### config.mk
export PLATFORM = sky130hd
export DESIGN_NAME = ibex_rf_writeback_flat
export DESIGN_NICKNAME = d
export VERILOG_FILES = /design/src/rtl/ibex_rf_pkg.sv /design/src/rtl/ibex_rf_writeback_if.sv /design/src/rtl/ibex_rf_wb_queue.sv /design/src/rtl/ibex_rf_writeback.sv /design/src/flat_wrapper.sv
export SDC_FILE = /design/constraint.sdc
export NUM_CORES = 1
export LEC_CHECK = 0
export ABC_AREA = 1
export BUFFER_PORTS_ARGS = -buffer_cell sky130_fd_sc_hd__buf_2
export CAP_MARGIN = 5
export CORE_AREA = 2 2 128 68
export CTS_BUF_LIST = sky130_fd_sc_hd__clkbuf_2 sky130_fd_sc_hd__clkbuf_4 sky130_fd_sc_hd__clkbuf_8
export DETAILED_ROUTE_END_ITERATION = 8
export DIE_AREA = 0 0 130 70
export PLACE_DENSITY = 0.74
export SKIP_CTS_REPAIR_TIMING = 1
export SYNTH_ARGS = -nofsm -noshare
export SYNTH_HDL_FRONTEND = slang
export SYNTH_SLANG_ARGS = --single-unit
export TNS_END_PERCENT = 50
### constraint.sdc
create_clock -name clk_i -period 1.8 [get_ports clk_i]
set_input_delay 0.18 -clock clk_i [delete_from_list [all_inputs] [get_ports clk_i]]
set_output_delay 0.18 -clock clk_i [all_outputs]
set_load 0.1 [all_outputs]
### src/rtl/ibex_rf_pkg.sv
`default_nettype none
// +----------------------------------------------------------------------------+
// | ibex_rf_pkg                                                                |
// | Shared constants and helpers for the register-file writeback front end.    |
// | Revision: 1.0                                                              |
// +----------------------------------------------------------------------------+
package ibex_rf_pkg;

    localparam int unsigned ADDR_WIDTH_RV32I = 5;
    localparam int unsigned ADDR_WIDTH_RV32E = 4;

    // Physical address ports are always 5 bits wide; RV32E only narrows the legal range.
    localparam int unsigned REG_ADDR_W = ADDR_WIDTH_RV32I;

    typedef enum logic [1:0] {
        ERR_NONE         = 2'd0,
        ERR_ORPHAN_RSP   = 2'd1,
        ERR_ILLEGAL_ADDR = 2'd2
    } err_cause_e;

    function automatic int unsigned addr_width(input bit rv32e);
        return rv32e ? ADDR_WIDTH_RV32E : ADDR_WIDTH_RV32I;
    endfunction

    function automatic int unsigned num_words(input bit rv32e);
        return 32'd1 << addr_width(rv32e);
    endfunction

    function automatic logic addr_illegal(input logic [REG_ADDR_W-1:0] addr, input bit rv32e);
        return (32'(addr) >= num_words(rv32e));
    endfunction

endpackage
`default_nettype wire

### src/rtl/ibex_rf_writeback_if.sv
`default_nettype none
// +----------------------------------------------------------------------------+
// | ibex_rf_writeback_if                                                       |
// | ALU / LSU writeback, decode read-address and register-file write bundle.   |
// | Revision: 1.0                                                              |
// +----------------------------------------------------------------------------+
interface ibex_rf_writeback_if #(
    parameter int unsigned DataWidth = 32,
    parameter int unsigned LoadDepth = 2
);
    localparam int unsigned CntW = $clog2(LoadDepth + 1);

    logic                 alu_valid_i;
    logic                 alu_ready_o;
    logic [4:0]           alu_waddr_i;
    logic [DataWidth-1:0] alu_wdata_i;

    logic                 lsu_req_valid_i;
    logic                 lsu_req_ready_o;
    logic [4:0]           lsu_req_waddr_i;
    logic                 lsu_rsp_valid_i;
    logic [DataWidth-1:0] lsu_rsp_rdata_i;
    logic                 lsu_rsp_err_i;

    logic [4:0]           raddr_a_i;
    logic [4:0]           raddr_b_i;
    logic                 hazard_a_o;
    logic                 hazard_b_o;

    logic [4:0]           rf_waddr_o;
    logic [DataWidth-1:0] rf_wdata_o;
    logic                 rf_we_o;
    logic [CntW-1:0]      outstanding_o;
    logic                 err_o;

    modport master (
        output alu_valid_i, alu_waddr_i, alu_wdata_i,
        output lsu_req_valid_i, lsu_req_waddr_i,
        output lsu_rsp_valid_i, lsu_rsp_rdata_i, lsu_rsp_err_i,
        output raddr_a_i, raddr_b_i,
        input  alu_ready_o, lsu_req_ready_o, hazard_a_o, hazard_b_o,
        input  rf_waddr_o, rf_wdata_o, rf_we_o, outstanding_o, err_o
    );

    modport slave (
        input  alu_valid_i, alu_waddr_i, alu_wdata_i,
        input  lsu_req_valid_i, lsu_req_waddr_i,
        input  lsu_rsp_valid_i, lsu_rsp_rdata_i, lsu_rsp_err_i,
        input  raddr_a_i, raddr_b_i,
        output alu_ready_o, lsu_req_ready_o, hazard_a_o, hazard_b_o,
        output rf_waddr_o, rf_wdata_o, rf_we_o, outstanding_o, err_o
    );

endinterface
`default_nettype wire

### src/rtl/ibex_rf_wb_queue.sv
`default_nettype none
// +----------------------------------------------------------------------------+
// | ibex_rf_wb_queue                                                           |
// | In-order FIFO of outstanding load destinations with per-entry visibility.  |
// | Revision: 1.0                                                              |
// +----------------------------------------------------------------------------+
module ibex_rf_wb_queue #(
    parameter  int unsigned LoadDepth = 2,
    parameter  int unsigned AddrWidth = 5,
    localparam int unsigned CntW      = $clog2(LoadDepth + 1)
) (
    input  logic                                clk_i,
    input  logic                                rst_i,
    input  logic                                push_i,
    input  logic [AddrWidth-1:0]                push_addr_i,
    input  logic                                pop_i,
    output logic                                full_o,
    output logic                                empty_o,
    output logic [CntW-1:0]                     count_o,
    output logic [AddrWidth-1:0]                head_addr_o,
    output logic [LoadDepth-1:0]                entry_valid_o,
    output logic [LoadDepth-1:0][AddrWidth-1:0] entry_addr_o
);

    localparam int unsigned PtrW = (LoadDepth > 1) ? $clog2(LoadDepth) : 1;
    localparam logic [PtrW-1:0] LAST_PTR = PtrW'(LoadDepth - 1);

    logic [PtrW-1:0]                     wr_ptr_q, wr_ptr_d;
    logic [PtrW-1:0]                     rd_ptr_q, rd_ptr_d;
    logic [CntW-1:0]                     count_q, count_d;
    logic [LoadDepth-1:0]                valid_q, valid_d;
    logic [LoadDepth-1:0][AddrWidth-1:0] addr_q, addr_d;
    logic                                do_push;
    logic                                do_pop;

    // Pointers wrap at LoadDepth, which need not be a power of two.
    function automatic logic [PtrW-1:0] ptr_inc(input logic [PtrW-1:0] p);
        return (p == LAST_PTR) ? '0 : p + 1'b1;
    endfunction

    assign full_o        = (count_q == CntW'(LoadDepth));
    assign empty_o       = (count_q == '0);
    assign count_o       = count_q;
    assign head_addr_o   = addr_q[rd_ptr_q];
    assign entry_valid_o = valid_q;
    assign entry_addr_o  = addr_q;

    assign do_push = push_i && !full_o;
    assign do_pop  = pop_i && !empty_o;

    always_comb begin
        wr_ptr_d = wr_ptr_q;
        rd_ptr_d = rd_ptr_q;
        count_d  = count_q;
        valid_d  = valid_q;
        addr_d   = addr_q;
        // Pop clears before push sets; slots only coincide when empty or full,
        // and neither state allows both operations together.
        if (do_pop) begin
            valid_d[rd_ptr_q] = 1'b0;
            rd_ptr_d          = ptr_inc(rd_ptr_q);
        end
        if (do_push) begin
            valid_d[wr_ptr_q] = 1'b1;
            addr_d[wr_ptr_q]  = push_addr_i;
            wr_ptr_d          = ptr_inc(wr_ptr_q);
        end
        case ({do_push, do_pop})
            2'b10:   count_d = count_q + 1'b1;
            2'b01:   count_d = count_q - 1'b1;
            default: count_d = count_q;
        endcase
    end

    always_ff @(posedge clk_i) begin
        if (rst_i) begin
            wr_ptr_q <= '0;
            rd_ptr_q <= '0;
            count_q  <= '0;
            valid_q  <= '0;
            addr_q   <= '0;
        end else begin
            wr_ptr_q <= wr_ptr_d;
            rd_ptr_q <= rd_ptr_d;
            count_q  <= count_d;
            valid_q  <= valid_d;
            addr_q   <= addr_d;
        end
    end

endmodule
`default_nettype wire

### src/rtl/ibex_rf_writeback.sv
`default_nettype none
// +----------------------------------------------------------------------------+
// | ibex_rf_writeback                                                          |
// | Merges ALU and load writebacks into one registered register-file port.     |
// | Revision: 1.0                                                              |
// +----------------------------------------------------------------------------+
module ibex_rf_writeback
    import ibex_rf_pkg::*;
#(
    parameter int unsigned DataWidth = 32,
    parameter bit          RV32E     = 1'b0,
    parameter int unsigned LoadDepth = 2
) (
    input  logic                clk_i,
    input  logic                rst_i,
    ibex_rf_writeback_if.slave  bus
);

    localparam int unsigned CntW = $clog2(LoadDepth + 1);

    logic                                 q_full;
    logic                                 q_empty;
    logic [CntW-1:0]                      q_count;
    logic [REG_ADDR_W-1:0]                q_head_addr;
    logic [LoadDepth-1:0]                 q_entry_valid;
    logic [LoadDepth-1:0][REG_ADDR_W-1:0] q_entry_addr;

    logic                  push;
    logic                  pop;
    logic                  orphan_rsp;
    logic                  alu_waw;
    logic                  alu_ready;
    logic                  alu_accept;
    logic                  queued_a;
    logic                  queued_b;

    logic                  wr_sel;
    logic [REG_ADDR_W-1:0] wr_addr;
    logic [DataWidth-1:0]  wr_data;

    logic                  rf_we_q, rf_we_d;
    logic [REG_ADDR_W-1:0] rf_waddr_q, rf_waddr_d;
    logic [DataWidth-1:0]  rf_wdata_q, rf_wdata_d;
    err_cause_e            err_cause_q, err_cause_d;

    // Ready depends only on occupancy, so a full queue can still pop in the same cycle.
    assign push       = bus.lsu_req_valid_i && !q_full;
    assign pop        = bus.lsu_rsp_valid_i && !q_empty;
    assign orphan_rsp = bus.lsu_rsp_valid_i && q_empty;

    ibex_rf_wb_queue #(
        .LoadDepth (LoadDepth),
        .AddrWidth (REG_ADDR_W)
    ) u_queue (
        .clk_i         (clk_i),
        .rst_i         (rst_i),
        .push_i        (push),
        .push_addr_i   (bus.lsu_req_waddr_i),
        .pop_i         (pop),
        .full_o        (q_full),
        .empty_o       (q_empty),
        .count_o       (q_count),
        .head_addr_o   (q_head_addr),
        .entry_valid_o (q_entry_valid),
        .entry_addr_o  (q_entry_addr)
    );

    always_comb begin
        alu_waw  = 1'b0;
        queued_a = 1'b0;
        queued_b = 1'b0;
        for (int i = 0; i < int'(LoadDepth); i++) begin
            if (q_entry_valid[i]) begin
                if (q_entry_addr[i] == bus.alu_waddr_i) alu_waw  = 1'b1;
                if (q_entry_addr[i] == bus.raddr_a_i)   queued_a = 1'b1;
                if (q_entry_addr[i] == bus.raddr_b_i)   queued_b = 1'b1;
            end
        end
        // x0 never carries a real dependency.
        if (bus.alu_waddr_i == '0) alu_waw = 1'b0;
    end

    // Any returning response owns the write port, so the ALU waits that cycle.
    assign alu_ready  = !bus.lsu_rsp_valid_i && !alu_waw;
    assign alu_accept = bus.alu_valid_i && alu_ready;

    always_comb begin
        wr_sel      = 1'b0;
        wr_addr     = '0;
        wr_data     = '0;
        err_cause_d = ERR_NONE;
        if (orphan_rsp) begin
            err_cause_d = ERR_ORPHAN_RSP;
        end else if (pop) begin
            if (addr_illegal(q_head_addr, RV32E)) begin
                err_cause_d = ERR_ILLEGAL_ADDR;
            end else if (!bus.lsu_rsp_err_i) begin
                wr_sel  = 1'b1;
                wr_addr = q_head_addr;
                wr_data = bus.lsu_rsp_rdata_i;
            end
        end else if (alu_accept) begin
            if (addr_illegal(bus.alu_waddr_i, RV32E)) begin
                err_cause_d = ERR_ILLEGAL_ADDR;
            end else begin
                wr_sel  = 1'b1;
                wr_addr = bus.alu_waddr_i;
                wr_data = bus.alu_wdata_i;
            end
        end
        // Illegal load destinations still enqueue so later responses stay matched.
        if (push && addr_illegal(bus.lsu_req_waddr_i, RV32E) && err_cause_d == ERR_NONE) begin
            err_cause_d = ERR_ILLEGAL_ADDR;
        end
    end

    always_comb begin
        rf_we_d    = 1'b0;
        rf_waddr_d = rf_waddr_q;
        rf_wdata_d = rf_wdata_q;
        if (wr_sel && wr_addr != '0) begin
            rf_we_d    = 1'b1;
            rf_waddr_d = wr_addr;
            rf_wdata_d = wr_data;
        end
    end

    always_ff @(posedge clk_i) begin
        if (rst_i) begin
            rf_we_q     <= 1'b0;
            rf_waddr_q  <= '0;
            rf_wdata_q  <= '0;
            err_cause_q <= ERR_NONE;
        end else begin
            rf_we_q     <= rf_we_d;
            rf_waddr_q  <= rf_waddr_d;
            rf_wdata_q  <= rf_wdata_d;
            err_cause_q <= err_cause_d;
        end
    end

    assign bus.alu_ready_o     = alu_ready;
    assign bus.lsu_req_ready_o = !q_full;
    assign bus.hazard_a_o      = (bus.raddr_a_i != '0) &&
                                 (queued_a || (rf_we_q && rf_waddr_q == bus.raddr_a_i));
    assign bus.hazard_b_o      = (bus.raddr_b_i != '0) &&
                                 (queued_b || (rf_we_q && rf_waddr_q == bus.raddr_b_i));
    assign bus.rf_we_o         = rf_we_q;
    assign bus.rf_waddr_o      = rf_waddr_q;
    assign bus.rf_wdata_o      = rf_wdata_q;
    assign bus.outstanding_o   = q_count;
    assign bus.err_o           = (err_cause_q != ERR_NONE);

endmodule
`default_nettype wire

### src/flat_wrapper.sv
// flat-port wrapper written by rule: the top's interface ports become plain ports
module ibex_rf_writeback_flat import ibex_rf_pkg::*;
#(
    parameter int unsigned DataWidth = 32,
    parameter bit          RV32E     = 1'b0,
    parameter int unsigned LoadDepth = 2
)
  (clk_i, rst_i, bus_alu_valid_i, bus_alu_waddr_i, bus_alu_wdata_i, bus_lsu_req_valid_i, bus_lsu_req_waddr_i, bus_lsu_rsp_valid_i, bus_lsu_rsp_rdata_i, bus_lsu_rsp_err_i, bus_raddr_a_i, bus_raddr_b_i, bus_alu_ready_o, bus_lsu_req_ready_o, bus_hazard_a_o, bus_hazard_b_o, bus_rf_waddr_o, bus_rf_wdata_o, bus_rf_we_o, bus_outstanding_o, bus_err_o);
  ibex_rf_writeback_if #(.DataWidth(DataWidth), .LoadDepth(LoadDepth)) bus_i ();
  input  logic clk_i;
  input  logic rst_i;
  input wire logic [$bits(bus_i.alu_valid_i)-1:0] bus_alu_valid_i;
  input wire logic [$bits(bus_i.alu_waddr_i)-1:0] bus_alu_waddr_i;
  input wire logic [$bits(bus_i.alu_wdata_i)-1:0] bus_alu_wdata_i;
  input wire logic [$bits(bus_i.lsu_req_valid_i)-1:0] bus_lsu_req_valid_i;
  input wire logic [$bits(bus_i.lsu_req_waddr_i)-1:0] bus_lsu_req_waddr_i;
  input wire logic [$bits(bus_i.lsu_rsp_valid_i)-1:0] bus_lsu_rsp_valid_i;
  input wire logic [$bits(bus_i.lsu_rsp_rdata_i)-1:0] bus_lsu_rsp_rdata_i;
  input wire logic [$bits(bus_i.lsu_rsp_err_i)-1:0] bus_lsu_rsp_err_i;
  input wire logic [$bits(bus_i.raddr_a_i)-1:0] bus_raddr_a_i;
  input wire logic [$bits(bus_i.raddr_b_i)-1:0] bus_raddr_b_i;
  output wire logic [$bits(bus_i.alu_ready_o)-1:0] bus_alu_ready_o;
  output wire logic [$bits(bus_i.lsu_req_ready_o)-1:0] bus_lsu_req_ready_o;
  output wire logic [$bits(bus_i.hazard_a_o)-1:0] bus_hazard_a_o;
  output wire logic [$bits(bus_i.hazard_b_o)-1:0] bus_hazard_b_o;
  output wire logic [$bits(bus_i.rf_waddr_o)-1:0] bus_rf_waddr_o;
  output wire logic [$bits(bus_i.rf_wdata_o)-1:0] bus_rf_wdata_o;
  output wire logic [$bits(bus_i.rf_we_o)-1:0] bus_rf_we_o;
  output wire logic [$bits(bus_i.outstanding_o)-1:0] bus_outstanding_o;
  output wire logic [$bits(bus_i.err_o)-1:0] bus_err_o;
  assign bus_i.alu_valid_i = bus_alu_valid_i;
  assign bus_i.alu_waddr_i = bus_alu_waddr_i;
  assign bus_i.alu_wdata_i = bus_alu_wdata_i;
  assign bus_i.lsu_req_valid_i = bus_lsu_req_valid_i;
  assign bus_i.lsu_req_waddr_i = bus_lsu_req_waddr_i;
  assign bus_i.lsu_rsp_valid_i = bus_lsu_rsp_valid_i;
  assign bus_i.lsu_rsp_rdata_i = bus_lsu_rsp_rdata_i;
  assign bus_i.lsu_rsp_err_i = bus_lsu_rsp_err_i;
  assign bus_i.raddr_a_i = bus_raddr_a_i;
  assign bus_i.raddr_b_i = bus_raddr_b_i;
  assign bus_alu_ready_o = bus_i.alu_ready_o;
  assign bus_lsu_req_ready_o = bus_i.lsu_req_ready_o;
  assign bus_hazard_a_o = bus_i.hazard_a_o;
  assign bus_hazard_b_o = bus_i.hazard_b_o;
  assign bus_rf_waddr_o = bus_i.rf_waddr_o;
  assign bus_rf_wdata_o = bus_i.rf_wdata_o;
  assign bus_rf_we_o = bus_i.rf_we_o;
  assign bus_outstanding_o = bus_i.outstanding_o;
  assign bus_err_o = bus_i.err_o;
  ibex_rf_writeback #(.DataWidth(DataWidth), .RV32E(RV32E), .LoadDepth(LoadDepth)) u_core (.clk_i(clk_i), .rst_i(rst_i), .bus(bus_i));
endmodule
==> results.json, run 1 <==
{
  "p_per_area_nw_per_um2": 1155,
  "cts-buffers-inserted": 5,
  "drv_cap": 0,
  "dieHeight_um": 70,
  "initial_core_util": 0.4315,
  "synth_seq_cells": 55,
  "hp-start": "rst_i",
  "syn-cell-area_um2": 3537,
  "vdd_drop_max_mv": 0.8599,
  "power.leakage_nw": 2.620,
  "clock_path_buffers": 2,
  "rows": 24,
  "hold_path_class": "input port to flip-flop",
  "layout-drive-gt1-share": 0.4092,
  "drtAntennaViolNets": 0,
  "die_width_um": 130,
  "fmax_ghz": 0.5254,
  "clock-sinks": 55,
  "gp_congestion": 0.9416,
  "vias_per_cell": 4.930,
  "crit_fanout": 3,
  "tightest_slew_ns": 0.5091,
  "rr_worst_depth": 15,
  "grt_max_degree": 42,
  "holdPathStages": 2,
  "slew_headroom": 0.6629,
  "preCtsSetupSlack_ns": -0.003420,
  "syn_to_final_growth_pct": 42.27,
  "cts-root-buf": "clkbuf_8",
  "final.period_utilization": 1.057,
  "ios": 135,
  "dieArea_um2": 9100,
  "wl_per_cell_um": 13.58,
  "postSynthCellCount": 577,
  "layout_min_cycle_time_ns": 1.903,
  "synth.distinct_cells": 29,
  "final_max_slew_viol_count": 0,
  "drcViolationCount": 0,
  "clk_latency_ns": 0.32,
  "drtPass1Iterations": 5,
  "finalHoldViolations": 0,
  "finalSetupViolations": 41,
  "place.port_buffers": 134,
  "start_kind": "flip-flop",
  "ys_warn_count": 0,
  "fin_nets": 828,
  "post-route-util": 0.6139,
  "r2r_slack_ns": -0.10,
  "crit_type": "flip-flop to output port",
  "clkTransAtPathRegs_ns": 0.10,
  "failed_checks": "setup timing",
  "gr-total-overflow": 0,
  "cp.arrival_ns": 1.72,
  "critical_path_required_ns": 1.62,
  "reg2reg_from": "u_core.u_queue.entry_addr_o[3]$_SDFFE_PP0P_",
  "rsz0062_at_grt": "true",
  "grt_usage": 0.2387,
  "drt_iter0_drc": 264,
  "finalPower_w": 0.005814,
  "worst_slack_ns": -0.1034,
  "grt_pass1_vias": 3680,
  "antenna_cells": 0,
  "synth-seq-area-share": 0.3113,
  "wirelength_um": 11610,
  "via_count": 4215,
  "grt_pass1_wl_um": 17440,
  "hpwl_um": 8612,
  "design.core.area_um2": 8198,
  "syn_area_per_cell_um2": 6.130,
  "r2r_end": "u_core.bus.rf_wdata_o[27]$_SDFFE_PP0P_",
  "cts_tree": "yes",
  "antenna_found_initial": 0,
  "syn_nets": 668,
  "cp-end-kind": "output port",
  "fin_skew_ns": 0.009635,
  "min_to": "u_core.u_queue.entry_valid_o[1]$_SDFF_PP0_",
  "status": "complete, but fails checks",
  "htree_levels": 2
}
==> area by class of cell <==
cell class	count	area, um^2
clock inverters	3	22.52
inverters	81	306.5
fillers	783	3166
well taps	117	146.4
clock buffers	5	68.82
flip-flops and latches	55	1136
repair buffers	178	1179
multi-input cells	416	2173
==> placed cells by master, fill, tap and decap left out, types with 2 or more instances in the layout <==
master and count:
buf_12 5, nand3_4 2, nand3_1 30, buf_2 131
clkbuf_16 4, buf_6 4, o21ai_0 21, nand2_2 27
dfxtp_1 37, o211ai_1 12, a21oi_1 23, nand2_1 166
nor4_1 2, nand2_4 4, nor2_2 32, inv_1 63
a221oi_1 8, buf_4 31, xor2_1 3, buf_8 3
a221oi_2 3, o22ai_1 9, clkbuf_8 5, inv_2 17
nor2_1 45, dfxtp_4 5, nor2_4 6, inv_4 2
dfxtp_2 13, nand4_1 14
==> stage by stage <==
step                      hold WS (ns)  setup TNS, ns  instance area, um^2  instances
after floorplan                 0.2491       -0.06170                 3612        577
after global placement          0.4098              0                 4624        838
after detailed placement        0.4204      -0.003420                 4624        838
after CTS                      0.07713        -0.5248                 4716        846
after global routing           0.08564         -7.425                 5032        855
final                          0.08075         -2.641                 5032        855
==> critical path, stage by stage, from the launching register on <==
cell	delay, ns
dfxtp_2	0.34
buf_4	0.16
xor2_1	0.16
a221oi_1	0.24
nand3_1	0.11
nand3_1	0.10
o21ai_2	0.07
inv_2	0.07
buf_12	0.16
==> state kept, by name, summed over array words and instances, names as in the netlist <==
signal and count:
u_core.u_queue.rd_ptr_q 1, u_core.u_queue.entry_valid_o 2, u_core.bus.rf_we_o 1, u_core.bus.rf_waddr_o 5, u_core.u_queue.entry_addr_o 10, u_core.err_cause_q 1, u_core.bus.rf_wdata_o 32, u_core.u_queue.count_o 2
u_core.u_queue.wr_ptr_q 1
==> layer usage <==
layer	GRT usage	part of all wire
met3	0.04521	0.089
met1	0.3652	0.50
met4	0.02867	0.0018
met2	0.3560	0.41
met5	0	0
==> worst max path at each step <==
stage,startpoint,to,cells after the start
floorplan,u_core.bus.rf_waddr_o[3]$_SDFFE_PP0P_,bus_hazard_a_o,6
global placement,bus_alu_waddr_i[3],u_core.bus.rf_wdata_o[12]$_SDFFE_PP0P_,12
detailed placement,bus_alu_waddr_i[3],u_core.bus.rf_wdata_o[3]$_SDFFE_PP0P_,12
CTS,u_core.u_queue.entry_addr_o[2]$_SDFFE_PP0P_,bus_hazard_b_o,8
global route,u_core.u_queue.entry_addr_o[3]$_SDFFE_PP0P_,u_core.bus.rf_wdata_o[24]$_SDFFE_PP0P_,15
finish,u_core.u_queue.entry_addr_o[9]$_SDFFE_PP0P_,bus_hazard_a_o,8
==> kinds of logic after synthesis <==
| kind of cell | count (synthesis) | synth area share |
|---|---|---|
| xor gates and xnor gates | 4 | 0.009906 |
| adders and majority gates | 1 | 0.003537 |
| buffers and inverters | 107 | 0.1234 |
| DFF | 55 | 0.3113 |
| AOI/OAI and AO/OA | 80 | 0.1383 |
| and+or+nand+nor | 330 | 0.4135 |
==> power breakdown <==
group / total, W / switching [W] / internal [W]
combinational: 0.00342 / 0.00246 / 0.000958
sequential: 0.00167 / 0.000213 / 0.00146
clock: 0.000721 / 0.000440 / 0.000281
==> cell usage after synthesis <==
master    count  area share
a21oi_1      23       0.033
a21oi_2       1      0.0025
a221oi_1     11       0.027
a22oi_1       1      0.0021
buf_1         4      0.0042
buf_2         4      0.0057
buf_6         4       0.013
clkbuf_1     14       0.015
dfxtp_1      55        0.31
ha_1          1      0.0035
inv_1        72       0.076
inv_2         9      0.0096
nand2_1     193        0.20
nand2_2       4      0.0071
nand2_4       1      0.0032
nand3_1      30       0.042
nand3_2       1      0.0028
nand3_4       1      0.0050
nand4_1      14       0.025
nor2_1       50       0.053
nor2_2       31       0.055
nor2_4        2      0.0064
nor2_8        1      0.0057
nor4_1        2      0.0035
o211ai_1     12       0.025
o21ai_0      23       0.033
o22ai_1       9       0.016
xnor2_1       1      0.0025
xor2_1        3      0.0074
(Power assumes the default switching activity.)
==> run 2, diff against run 1 <==
--- a/config.mk
+++ b/config.mk
@@ -8,11 +8,11 @@
 export ABC_AREA = 1
 export BUFFER_PORTS_ARGS = -buffer_cell sky130_fd_sc_hd__buf_2
 export CAP_MARGIN = 5
-export CORE_AREA = 2 2 128 68
+export CORE_AREA = 2 2 146 77
 export CTS_BUF_LIST = sky130_fd_sc_hd__clkbuf_2 sky130_fd_sc_hd__clkbuf_4 sky130_fd_sc_hd__clkbuf_8
 export DETAILED_ROUTE_END_ITERATION = 8
-export DIE_AREA = 0 0 130 70
-export PLACE_DENSITY = 0.74
+export DIE_AREA = 0 0 148 79
+export PLACE_DENSITY = 0.58
 export SKIP_CTS_REPAIR_TIMING = 1
 export SYNTH_ARGS = -nofsm -noshare
 export SYNTH_HDL_FRONTEND = slang
==> results.json, run 2 (same netlist as run 1, synthesis figures left out) <==
{
  "hpwl_um": 9188,
  "grt_max_degree": 39,
  "pwr-share-seq": 0.280,
  "slew_headroom": 0.6339,
  "p_clk_frac": 0.147,
  "critical_path_required_ns": 1.62,
  "crit_fanout": 4,
  "final_max_slew_viol_count": 0,
  "p_per_area_nw_per_um2": 1180,
  "holdPathStages": 2,
  "intPower_w": 0.002878,
  "largest_register_ffs": 32,
  "drv_cap": 0,
  "final.period_utilization": 1.048,
  "wl_per_cell_um": 13.73,
  "final_cells": 881,
  "drtAntennaViolNets": 0,
  "cp_top_family": "flip-flops",
  "cp-end-kind": "output port",
  "critPathSlowestCell": "dfxtp_4",
  "drt_iter0_drc": 204,
  "cp_num_buf_inv": 3,
  "crit_type": "flip-flop to output port",
  "r2r_end": "u_core.bus.rf_wdata_o[3]$_SDFFE_PP0P_",
  "clk_latency_ns": 0.31,
  "cts_tree": "yes",
  "clock-sinks": 55,
  "worst_slack_ns": -0.08581,
  "grt_usage": 0.1942,
  "placed_cells": 863,
  "rows": 27,
  "layout_min_cycle_time_ns": 1.886,
  "fin_nets": 825,
  "drcViolationCount": 0,
  "fmax_ghz": 0.5303,
  "cts-buffers-inserted": 5,
  "p_comb_frac": 0.574,
  "die_width_um": 148,
  "wirelength_um": 12100,
  "vdd_drop_max_mv": 0.7349,
  "rr_worst_depth": 16,
  "via_count": 4162,
  "clkTransAtPathRegs_ns": 0.10,
  "ios": 135,
  "dieHeight_um": 79,
  "swShare": 0.5166,
  "vias_per_cell": 4.724,
  "cp_cell_sequence": "buf_4 -> xor2_1 -> a221oi_2 -> nand3_1 -> nand3_2 -> o21ai_2 -> inv_2 -> buf_12",
  "grt_pass1_vias": 3578,
  "tightest_slew_ns": 0.5485,
  "final_cell_mix": "nand2_1 (181), buf_2 (131), inv_1 (67)",
  "hp-start": "rst_i",
  "status": "complete, but fails checks",
  "gr-total-overflow": 0,
  "drtPass1Iterations": 5,
  "antenna_found_initial": 1,
  "cp.arrival_ns": 1.71,
  "setup_tns_ns": -2.334,
  "finalSetupViolations": 41,
  "finalHoldViolations": 0,
  "cts-root-buf": "clkbuf_8",
  "start_kind": "flip-flop",
  "htree_levels": 2,
  "place_area_um2": 4637,
  "failed_checks": "setup timing",
  "place.port_buffers": 134,
  "final_common_cell": "nand2_1",
  "design.core.area_um2": 10540,
  "power.leakage_nw": 2.637,
  "min_to": "u_core.u_queue.wr_ptr_q$_SDFFE_PP0P_",
  "dieArea_um2": 11690,
  "r2r_slack_ns": -0.08,
  "fin_skew_ns": 0.006556,
  "p_switching_w": 0.003076,
  "syn_to_final_growth_pct": 42.70,
  "layout-drive-gt1-share": 0.3810,
  "cpPeakStageDelay_ns": 0.37,
  "grt_pass1_wl_um": 18070,
  "hold_path_class": "input port to flip-flop",
  "initial_core_util": 0.3356,
  "clock_path_buffers": 2,
  "gp_congestion": 0.9144,
  "stdcell_area_um2": 5047,
  "preCtsSetupSlack_ns": -0.04593,
  "rsz0062_at_grt": "true",
  "reg2reg_from": "u_core.u_queue.entry_addr_o[1]$_SDFFE_PP0P_"
}
[run 2: cell types whose count changed in the layout (fill, tap and decap cells not counted), moves of 3 or more]
cell,before,now
nand2_2,27,15
nand2_1,166,181
inv_1,63,67
inv_2,17,13
nand2_4,4,1
[run 2: area by class of cell]
class | instances | area, um^2
clock buffers | 6 | 82.58
repair buffers | 176 | 1191
inverters | 81 | 306.5
well taps | 145 | 181.4
multi-input cells | 415 | 2111
flip-flops and latches | 55 | 1137
diodes | 1 | 2.502
fillers | 1128 | 5493
clock inverters | 2 | 35.03
[run 2: stage by stage]
| step | total power [W] | utilization | hold slack (ns) |
|---|---|---|---|
| 5_1_grt | 0.006318 | 0.4786 | 0.08580 |
| 6_report | 0.005954 | 0.4789 | 0.08746 |
| 3_3_place_gp | 0.004764 | 0.4399 | 0.4107 |
| 4_1_cts | 0.005693 | 0.4511 | 0.07056 |
| 2_1_floorplan | 0.004102 | - | 0.2491 |
| 3_5_place_dp | 0.004805 | 0.4399 | 0.4197 |
[run 2: worst max path at each step]
stage	from	end	slack (ns)	depth (start not counted)
after floorplan	u_core.bus.rf_waddr_o[3]$_SDFFE_PP0P_	bus_hazard_a_o	-0.03	6
after global routing	u_core.u_queue.entry_addr_o[5]$_SDFFE_PP0P_	bus_hazard_a_o	-0.22	9
after CTS	u_core.u_queue.entry_addr_o[4]$_SDFFE_PP0P_	bus_hazard_a_o	-0.20	9
after detailed placement	bus_alu_waddr_i[4]	u_core.bus.rf_wdata_o[26]$_SDFFE_PP0P_	-0.05	16
after global placement	u_core.u_queue.entry_addr_o[4]$_SDFFE_PP0P_	u_core.bus.rf_waddr_o[1]$_SDFFE_PP0P_	0.005	14
final	u_core.u_queue.entry_addr_o[9]$_SDFFE_PP0P_	bus_hazard_b_o	-0.09	8
[run 2: power by group through the flow]
stage	registers, W	clock network, W	logic [W]
after global placement	0.00168	0	0.00309
after CTS	0.00166	0.000906	0.00313
after floorplan	0.00290	0	0.00121
final	0.00166	0.000873	0.00342
after detailed placement	0.00168	0	0.00312
after global routing	0.00170	0.000954	0.00367
[run 2: layer usage]
metal  GRT usage  wire (um)  up-vias
li1            -          -     2143
met3     0.05345       1066        6
met5           0          0        -
met4     0.03048         54        0
met1      0.2929       6246     1873
met2      0.2769       4731      140
==> run 3, diff against run 2 <==
--- a/config.mk
+++ b/config.mk
@@ -8,13 +8,14 @@
 export ABC_AREA = 1
 export BUFFER_PORTS_ARGS = -buffer_cell sky130_fd_sc_hd__buf_2
 export CAP_MARGIN = 5
-export CORE_AREA = 2 2 146 77
+export CORE_AREA = 2 2 152 80
 export CTS_BUF_LIST = sky130_fd_sc_hd__clkbuf_2 sky130_fd_sc_hd__clkbuf_4 sky130_fd_sc_hd__clkbuf_8
 export DETAILED_ROUTE_END_ITERATION = 8
-export DIE_AREA = 0 0 148 79
+export DIE_AREA = 0 0 154 82
 export PLACE_DENSITY = 0.58
 export SKIP_CTS_REPAIR_TIMING = 1
 export SYNTH_ARGS = -nofsm -noshare
 export SYNTH_HDL_FRONTEND = slang
+export SYNTH_HIERARCHICAL = 1
 export SYNTH_SLANG_ARGS = --single-unit
 export TNS_END_PERCENT = 50
==> results.json, run 3 <==
{
  "synth_top_flop_cell": "dfxtp_1",
  "critical_path_required_ns": 2.03,
  "rows": 28,
  "cp-end-kind": "flip-flop",
  "grt_pass1_vias": 3958,
  "rsz0062_at_grt": "true",
  "cts-buffers-inserted": 5,
  "dieHeight_um": 82,
  "postSynthCellCount": 677,
  "r2r_slack_ns": -0.13,
  "preCtsSetupSlack_ns": -0.1477,
  "dieArea_um2": 12630,
  "final_common_cell": "nand2_1",
  "hp-start": "bus_lsu_req_waddr_i[1]",
  "ios": 135,
  "clock-sinks": 55,
  "layout_min_cycle_time_ns": 1.933,
  "wirelength_um": 13500,
  "grt_max_degree": 39,
  "cp_num_buf_inv": 3,
  "htree_levels": 2,
  "die_width_um": 154,
  "ys_warn_count": 6,
  "drt_iter0_drc": 337,
  "synth_top_area_cell": "dfxtp_1",
  "hold_path_class": "input port to flip-flop",
  "critPathSlowestCell": "dfxtp_2",
  "synthTopCellsByCount": "nand2_1 (214), inv_1 (150), nor2_1 (62)",
  "place.port_buffers": 134,
  "initial_core_util": 0.3404,
  "antenna_found_initial": 0,
  "synthTopCellsByArea": "dfxtp_1 (28%), nand2_1 (21%), inv_1 (15%)",
  "gr-total-overflow": 0,
  "synth-seq-area-share": 0.2841,
  "via_count": 4671,
  "yosysTopAreaCellShare": 0.2841,
  "cp-endpoint": "u_core/bus.rf_waddr_o[1]$_SDFFE_PP0P_",
  "clk_latency_ns": 0.33,
  "post-route-util": 0.4790,
  "vias_per_cell": 4.709,
  "synth_seq_cells": 55,
  "cts_tree": "yes",
  "gp_congestion": 0.9021,
  "clock_path_buffers": 2,
  "finalHoldViolations": 0,
  "cpPeakStageDelay_ns": 0.34,
  "finalPower_w": 0.005459,
  "synth-edff-count": 0,
  "p_per_area_nw_per_um2": 1001,
  "syn_to_final_growth_pct": 40.70,
  "grt_usage": 0.2068,
  "wl_per_cell_um": 13.61,
  "cp.arrival_ns": 2.16,
  "hpwl_um": 10300,
  "cp_cell_sequence": "buf_4 -> nand2_1 -> nand2_1 -> nor2_1 -> nand3_1 -> nand2_2 -> nand2_2 -> nand4_1 -> nand2_2 -> nor2_4 -> buf_4 -> clkbuf_16 -> nand4_1 -> nand2_1 -> nor2_1",
  "status": "complete, but fails checks",
  "crit_fanout": 18,
  "fin_skew_ns": 0.009991,
  "fmax_ghz": 0.5174,
  "rr_worst_depth": 15,
  "fin_nets": 932,
  "syn-cell-area_um2": 3876,
  "clkTransAtPathRegs_ns": 0.11,
  "drtAntennaViolNets": 0,
  "vdd_drop_max_mv": 0.3444,
  "syn_area_per_cell_um2": 5.726,
  "cts-root-buf": "clkbuf_8",
  "final_cell_mix": "nand2_1 (193), inv_1 (136), buf_2 (131)",
  "largest_register_ffs": 32,
  "grt_pass1_wl_um": 20560,
  "slew_headroom": 0.6649,
  "failed_checks": "setup timing",
  "power.leakage_nw": 3.035,
  "cp_top_family": "simple AND/OR/NAND/NOR gates",
  "design.core.area_um2": 11390,
  "crit_cells": 15,
  "crit_type": "flip-flop to flip-flop",
  "finalSetupViolations": 41,
  "synth.distinct_cells": 26,
  "drcViolationCount": 0,
  "final_max_slew_viol_count": 0,
  "reg2reg_from": "u_core/u_queue/entry_addr_o[1]$_SDFFE_PP0P_",
  "syn_nets": 768,
  "antenna_cells": 0,
  "ys_async_sr_fraction": 0,
  "startpoint": "u_core/u_queue/entry_addr_o[1]$_SDFFE_PP0P_",
  "layout-drive-gt1-share": 0.3302,
  "start_kind": "flip-flop",
  "final.period_utilization": 1.074,
  "r2r_end": "u_core/bus.rf_waddr_o[1]$_SDFFE_PP0P_",
  "yosysMostFrequentCell": "nand2_1",
  "drtPass1Iterations": 5,
  "drv_cap": 0,
  "tightest_slew_ns": 0.5061,
  "worst_slack_ns": -0.1327
}
## run 3: worst min path at each step
stage | to | slack, ns | cells after the start
floorplan | u_core/err_cause_q[0]$_SDFF_PP0_ | 0.25 | 1
global placement | u_core/u_queue/entry_addr_o[1]$_SDFFE_PP0P_ | 0.43 | 3
detailed placement | u_core/u_queue/entry_addr_o[1]$_SDFFE_PP0P_ | 0.43 | 3
CTS | u_core/u_queue/entry_addr_o[1]$_SDFFE_PP0P_ | 0.09 | 3
global route | u_core/u_queue/entry_addr_o[1]$_SDFFE_PP0P_ | 0.10 | 3
finish | u_core/u_queue/entry_addr_o[1]$_SDFFE_PP0P_ | 0.09 | 3
## run 3: per-layer routing
layer  GRT usage  vias to the layer above  share of wire
met5           0                        -              0
met3     0.05752                        7          0.087
met1      0.3178                     2068           0.53
met2      0.2843                      176           0.38
met4     0.03084                        0         0.0047
li1            -                     2420              -
## run 3: layout make-up
cell class,instances,area [um^2]
timing repair buffer,190,1250
multi-input combinational,435,2176
inverter,154,583.1
clock buffer,5,68.82
tap,150,187.7
fill,1214,5932
clock inverter,3,45.04
sequential,55,1144
## run 3: cell families (layout without fill, tap and decap cells)
family / Yosys count / count (layout) / share of synthesized area
AND/OR/NAND/NOR: 380 / 380 / 0.4280
buffers and inverters: 187 / 352 / 0.1975
flip-flops: 55 / 55 / 0.2841
AO/OA/AOI/OAI: 52 / 52 / 0.08263
XOR/XNOR: 2 / 2 / 0.004520
adder cells (fa/ha/maj): 1 / 1 / 0.003227
## run 3: metrics by stage
stage / instances / hold slack [ns] / TNS [ns] / instance area (um^2)
after floorplan: 677 / 0.2515 / -0.01804 / 4000
after global placement: 968 / 0.4297 / -0.8437 / 5029
after detailed placement: 968 / 0.4309 / -3.790 / 5029
after CTS: 976 / 0.08817 / -5.700 / 5142
after global routing: 992 / 0.1033 / -8.813 / 5454
final: 992 / 0.09201 / -3.832 / 5454
## run 3: worst register-to-register path: cells and delay by family (launching register included)
kind | cells | cell delay (ns)
and+or+nand+nor | 12 | 1.05
buffers and inverters | 3 | 0.46
DFF | 1 | 0.34
## run 3: power by group
part	switching, W	total [W]	internal [W]
Combinational	0.00215	0.00299	0.000847
Sequential	0.000155	0.00157	0.00142
Clock	0.000471	0.000893	0.000422
Total	0.00277	0.00546	0.00269
